`config.mk`:
```
export PLATFORM = sky130hd
export DESIGN_NAME = pulse_cmd_arbiter
export DESIGN_NICKNAME = d
export VERILOG_FILES = /design/src/rtl/pulse_cmd_arbiter.sv
export SDC_FILE = /design/constraint.sdc
export NUM_CORES = 1
export LEC_CHECK = 0
export CAP_MARGIN = 5
export CORE_ASPECT_RATIO = 1.2
export CORE_MARGIN = 2
export CORE_UTILIZATION = 30
export CTS_CLUSTER_SIZE = 20
export DETAILED_ROUTE_END_ITERATION = 10
export PLACE_DENSITY = 0.47
export SYNTH_ARGS = -nofsm -noshare
export SYNTH_HDL_FRONTEND = slang
export SYNTH_SLANG_ARGS = --single-unit
```
`constraint.sdc`:
```
create_clock -name clk -period 3.2 [get_ports clk]
set_clock_uncertainty 0.2 [all_clocks]
set_input_delay 0.64 -clock clk [delete_from_list [all_inputs] [get_ports clk]]
set_output_delay 0.64 -clock clk [all_outputs]
set_load 0.01 [all_outputs]
```
`src/rtl/pulse_cmd_arbiter.sv`:
```
// pulse_cmd_arbiter
// Shares one cross-domain control-pulse channel among N_REQ requesters.
// Rising edges on req are latched as pending commands. An IDLE FSM picks one
// round-robin, drives a stretched registered pulse, then holds a guard gap,
// then waits for the far-domain acknowledge or a timeout.
//
// Ports:
//   clk          single clock for all state
//   rst_n        asynchronous active-low reset
//   req          level requests; each rising edge registers one command
//   ack_async    acknowledge level from the far domain (asynchronous)
//   grant        one-hot, one-cycle pulse marking the requester served
//   done         one-hot, one-cycle pulse on acknowledged completion
//   timeout_err  one-cycle pulse when the acknowledge never arrives
//   pulse_out    registered stretched pulse toward the synchronizer
//   sel_code     index of the active requester, held until back in IDLE
//   busy         high in every state except IDLE
module pulse_cmd_arbiter #(
    parameter int unsigned N_REQ       = 4,
    parameter int unsigned PULSE_LEN   = 11,
    parameter int unsigned GAP_LEN     = 12,
    parameter int unsigned ACK_TIMEOUT = 64,
    parameter int unsigned CODE_W      = $clog2(N_REQ)
) (
    input  logic              clk,
    input  logic              rst_n,
    input  logic [N_REQ-1:0]  req,
    input  logic              ack_async,
    output logic [N_REQ-1:0]  grant,
    output logic [N_REQ-1:0]  done,
    output logic              timeout_err,
    output logic              pulse_out,
    output logic [CODE_W-1:0] sel_code,
    output logic              busy
);

    localparam int unsigned MaxPg  = (PULSE_LEN > GAP_LEN) ? PULSE_LEN : GAP_LEN;
    localparam int unsigned MaxLen = (MaxPg > ACK_TIMEOUT) ? MaxPg : ACK_TIMEOUT;
    localparam int unsigned CntW   = (MaxLen > 1) ? $clog2(MaxLen) : 1;

    localparam logic [CntW-1:0] PulseLoad = CntW'(PULSE_LEN - 1);
    localparam logic [CntW-1:0] GapLoad   = CntW'(GAP_LEN - 1);
    localparam logic [CntW-1:0] AckLoad   = CntW'(ACK_TIMEOUT - 1);

    localparam logic [1:0] StIdle  = 2'd0;
    localparam logic [1:0] StPulse = 2'd1;
    localparam logic [1:0] StGap   = 2'd2;
    localparam logic [1:0] StWait  = 2'd3;

    logic [1:0]        state_q, state_d;
    logic [CntW-1:0]   cnt_q, cnt_d;
    logic [CODE_W-1:0] sel_q, sel_d;
    logic [CODE_W-1:0] last_q, last_d;
    logic [N_REQ-1:0]  grant_q, grant_d;
    logic              pulse_q, pulse_d;
    logic [N_REQ-1:0]  pending_q, pending_d;
    logic [N_REQ-1:0]  req_dly_q;
    logic              ack_s1_q, ack_s2_q, ack_s3_q;
    logic              ack_seen_q, ack_seen_d;

    logic              ack_rise;
    logic              win_found;
    logic [CODE_W-1:0] win_idx;
    logic [CODE_W-1:0] cand;

    assign ack_rise = ack_s2_q & ~ack_s3_q;

    // A same-cycle new edge overrides the clear caused by the grant.
    assign pending_d = (pending_q & ~grant_q) | (req & ~req_dly_q);

    // Round-robin search starting just after the last served requester.
    always_comb begin
        win_found = 1'b0;
        win_idx   = '0;
        cand      = '0;
        for (int unsigned k = 1; k <= N_REQ; k++) begin
            cand = CODE_W'((32'(last_q) + k) % N_REQ);
            if (!win_found && pending_q[cand]) begin
                win_found = 1'b1;
                win_idx   = cand;
            end
        end
    end

    always_comb begin
        state_d     = state_q;
        cnt_d       = cnt_q;
        sel_d       = sel_q;
        last_d      = last_q;
        grant_d     = '0;
        pulse_d     = pulse_q;
        ack_seen_d  = ack_seen_q;
        done        = '0;
        timeout_err = 1'b0;
        case (state_q)
            StIdle: begin
                if (win_found) begin
                    grant_d[win_idx] = 1'b1;
                    sel_d            = win_idx;
                    last_d           = win_idx;
                    pulse_d          = 1'b1;
                    cnt_d            = PulseLoad;
                    ack_seen_d       = 1'b0;
                    state_d          = StPulse;
                end
            end
            StPulse: begin
                if (ack_rise) ack_seen_d = 1'b1;
                if (cnt_q == '0) begin
                    pulse_d = 1'b0;
                    cnt_d   = GapLoad;
                    state_d = StGap;
                end else begin
                    cnt_d = cnt_q - CntW'(1);
                end
            end
            StGap: begin
                if (ack_rise) ack_seen_d = 1'b1;
                if (cnt_q == '0) begin
                    cnt_d   = AckLoad;
                    state_d = StWait;
                end else begin
                    cnt_d = cnt_q - CntW'(1);
                end
            end
            StWait: begin
                if (ack_rise) ack_seen_d = 1'b1;
                // Acknowledge takes priority over a coincident timeout.
                if (ack_seen_q || ack_rise) begin
                    done[sel_q] = 1'b1;
                    state_d     = StIdle;
                end else if (cnt_q == '0) begin
                    timeout_err = 1'b1;
                    state_d     = StIdle;
                end else begin
                    cnt_d = cnt_q - CntW'(1);
                end
            end
            default: state_d = StIdle;
        endcase
    end

    always_ff @(posedge clk or negedge rst_n) begin
        if (!rst_n) begin
            state_q    <= StIdle;
            cnt_q      <= '0;
            sel_q      <= '0;
            last_q     <= CODE_W'(N_REQ - 1);
            grant_q    <= '0;
            pulse_q    <= 1'b0;
            pending_q  <= '0;
            req_dly_q  <= '0;
            ack_s1_q   <= 1'b0;
            ack_s2_q   <= 1'b0;
            ack_s3_q   <= 1'b0;
            ack_seen_q <= 1'b0;
        end else begin
            state_q    <= state_d;
            cnt_q      <= cnt_d;
            sel_q      <= sel_d;
            last_q     <= last_d;
            grant_q    <= grant_d;
            pulse_q    <= pulse_d;
            pending_q  <= pending_d;
            req_dly_q  <= req;
            ack_s1_q   <= ack_async;
            ack_s2_q   <= ack_s1_q;
            ack_s3_q   <= ack_s2_q;
            ack_seen_q <= ack_seen_d;
        end
    end

    assign grant     = grant_q;
    assign pulse_out = pulse_q;
    assign sel_code  = sel_q;
    assign busy      = (state_q != StIdle);

endmodule

```
==> summary.md <==
| Metric | Value |
|---|---|
| Status | finished, final reports clean |
| Routed wire length | between 3000 and 4000 µm |
| Syn Nets | 154 |
| Mapped cell area | 1498 µm² |
| Post-layout minimum cycle time | 3036 ps |
| # IOs | 20 |
| Synth warn | 0 |
| Vias per inst | around 5.0 |
| Max Slew Vio Count | 0 |
| Final instance area | approximately 1800 µm² |
| Final setup violation count | 0 |
| Worst slew margin | 64.92% |
| Number of synthesized flops with an enable pin | 0 |
| Hold slack final | 150.7 ps |
| Row count | 28 |
| Hpwl dp | between 2000 and 2500 µm |
| First-pass GRT wire length | 5671 µm |
| Inserted Clock Buffers | 5 |
| Port bufs | 19 |
| Vias | 1140 |
| Synthesized area per cell | 10.62 µm² |
| GPL Wtd Cong | around 0.8 |
| Period Utilization, post-route | 94.87% |
| Crit path required time | 2360 ps |
| Initial DRC Count | 39 |
| Reg-to-reg critical path startpoint | cnt_q[0] |
| Yosys cell types | 48 |
| Crit Reg-Reg Endpoint | cnt_q[2] |
| Die Y | 81.40 µm |
| Starting Density | just over 30% |
| Synth Register Bits | 29 |
| Die width | 68.50 µm |
| CP Launch Type | flop |
| Detailed Routing Iterations Pass 1 | 4 |
| Maximum vdd drop | 0.3574 mV |
| H-tree depth | 2 |
| Tot GR Track Use | 13.83% |
| Pwr dens | 1003 nW/µm² |
| Number of global-route vias before repair | 1230 |
| Setup bufs post-CTS | 0 |
| Reg2reg setup slack | 1150 ps |
| Worst Hold Class | reg2reg |
| Crit. End Element | output pin |
| Worst EP arrival | between 2000 and 2500 ps |
| Cts repair resizes | 0 |
| Setup TNS | 0 ps |
| Worst setup path endpoint | timeout_err |
| Post-Synthesis Cells | between 100 and 150 |
| Max-cap violation count | 0 |
| Clock Path Buffers | 2 |
| Drt wl/cell | 14.10 µm |
| Placed insts | 220 |
| Max Fclk | 329.4 MHz |
| Placed inst area | ~1800 µm² |
| CTS Sinks | 29 |
| Seq/Total Area, Yosys | 48.62% |
| TritonCTS clock tree | built |
| Remaining DRCs | 0 |
| Total gr overflow | 0 |
| Antenna Nets Post-Route | 0 |
| RSZ-0062 raised after global routing | false |
| Critical path peak fanout | 6 |
| Synth top area share | 45.11% |
| R2r worst-path depth | 6 |
| Core area | approximately 4900 µm² |
| Die ar. | 5576 µm² |
| CTS root buffer | clkbuf_8 |
| Clock latency at the later pin of the worst-skew pair | 280 ps |
| Antenna violations before repair | 0 |
| Hold buffers post-CTS | 0 |
| Worst slew pin tran | 520.7 ps |
| Final number of hold-violating endpoints | 0 |
| Ratio of cells with drive above 1 in the final layout | 13.69% |
| Largest net degree at the start of global routing | 30 |
| Synth area leader | dfrtp_1 |
| Synth area leaders | dfrtp_1, ha_1, inv_1 |
| Final nets | 180 |
| Fin cells | 228 |
| # diodes | 0 |
| Worst setup path start | cnt_q[0] |
| Crit Path Category | reg2out |
| Leakage | 0.8099 nW |
| Worst-path clk slew | 70 ps |
| Async SR Flop Fraction | 100.0% |
| Ys flop type | dfrtp_1 |
| Area Growth Syn to Fin | 23.39% |
-- cells in the mapped netlist (2+ instances only) --
cell type	count
dfrtp_1	27
nor2_1	7
o21ai_0	5
nand2b_1	7
dfstp_2	2
nor2b_1	4
a2111oi_1	2
nand2_1	2
o21a_1	2
nand3_1	2
a31oi_1	3
a221o_1	2
ha_1	6
a21oi_1	5
inv_1	16
and3_1	2
nor3_1	5
a21o_1	3
nor3b_1	2
a211o_1	2
o22ai_1	6
mux2i_1	2
a22o_1	2
-- sequential cells by signal, indices dropped and copies added (netlist names) --
register    cells
cnt_q           6
grant           4
sel_code        2
ack_s2_q        1
ack_s3_q        1
pending_q       4
last_q          2
req_dly_q       4
ack_seen_q      1
state_q         2
ack_s1_q        1
pulse_out       1
-- layer usage --
layer	GRT usage [%]	share of wire, %	vias to the layer above
li1	-	-	563
met1	15.48	40	547
met2	24.33	54	19
met3	2.909	2.5	11
met4	6.600	2.8	0
met5	0	0	-
-- area by class of cell --
type | count | area, µm²
inverter | 16 | 60.06
clock buffer | 6 | 72.57
multi-input combinational | 95 | 704.4
fill | 478 | 3022
clock inverter | 2 | 10.01
tap | 60 | 75.07
sequential | 29 | 728.2
timing repair buffer | 20 | 197.7
-- layout by cell type (no fill, tap or decap), types with 3 or more instances in the layout --
cell type and count:
inv_1 16, ha_1 6, a31oi_1 3, a21o_1 3, dfrtp_1 27, clkdlybuf4s50_1 19, o21ai_0 5, o22ai_1 6
nor2_1 7, a21oi_1 5, nand2b_1 7, clkbuf_8 5, nor2b_1 4, nor3_1 5
-- critical path: stages (launching register included) --
cell and delay, ps:
dfrtp_1 400, inv_1 110, ha_1 150, nor3b_4 310, and2_2 250, and3_1 170, clkdlybuf4s50_1 530
-- where the power goes --
part | internal (mW) | total (mW) | switching (mW) | leakage [nW]
clock network | 0.150 | 0.284 | 0.134 | 0.0450
registers | 0.504 | 0.647 | 0.143 | 0.342
logic | 0.437 | 0.922 | 0.486 | 0.423
total | 1.09 | 1.85 | 0.763 | 0.810
-- worst min-delay path by stage --
| stage | cells past startpoint | start | slack (ps) | end |
|---|---|---|---|---|
| floorplan | 0 | ack_s1_q | 130 | ack_s2_q |
| global placement | 0 | ack_s1_q | 140 | ack_s2_q |
| CTS | 0 | ack_s1_q | 150 | ack_s2_q |
| finish | 0 | ack_s1_q | 150 | ack_s2_q |
| global route | 0 | ack_s1_q | 170 | ack_s2_q |
| detailed placement | 0 | ack_s1_q | 140 | ack_s2_q |
-- cells by family (layout without fill, tap and decap cells) --
group,count (synthesis),count (layout),synth area share (%)
fa+ha+maj,6,6,5.012
simple gates,44,44,19.47
mux,3,3,2.089
flops,29,29,48.62
compound gates,42,42,20.47
buf+inv,17,44,4.344
-- metrics by stage --
step | power, mW | util, % | setup WS [ps]
CTS | 1.884 | 37.95 | 142.1
global route | 2.027 | 37.95 | 13.84
finish | 1.854 | 37.95 | 164.2
detailed placement | 1.587 | 36.25 | 456.2
floorplan | 1.284 | - | 1062
global placement | 1.570 | 36.25 | 493.1
(Power assumes the default switching activity.)
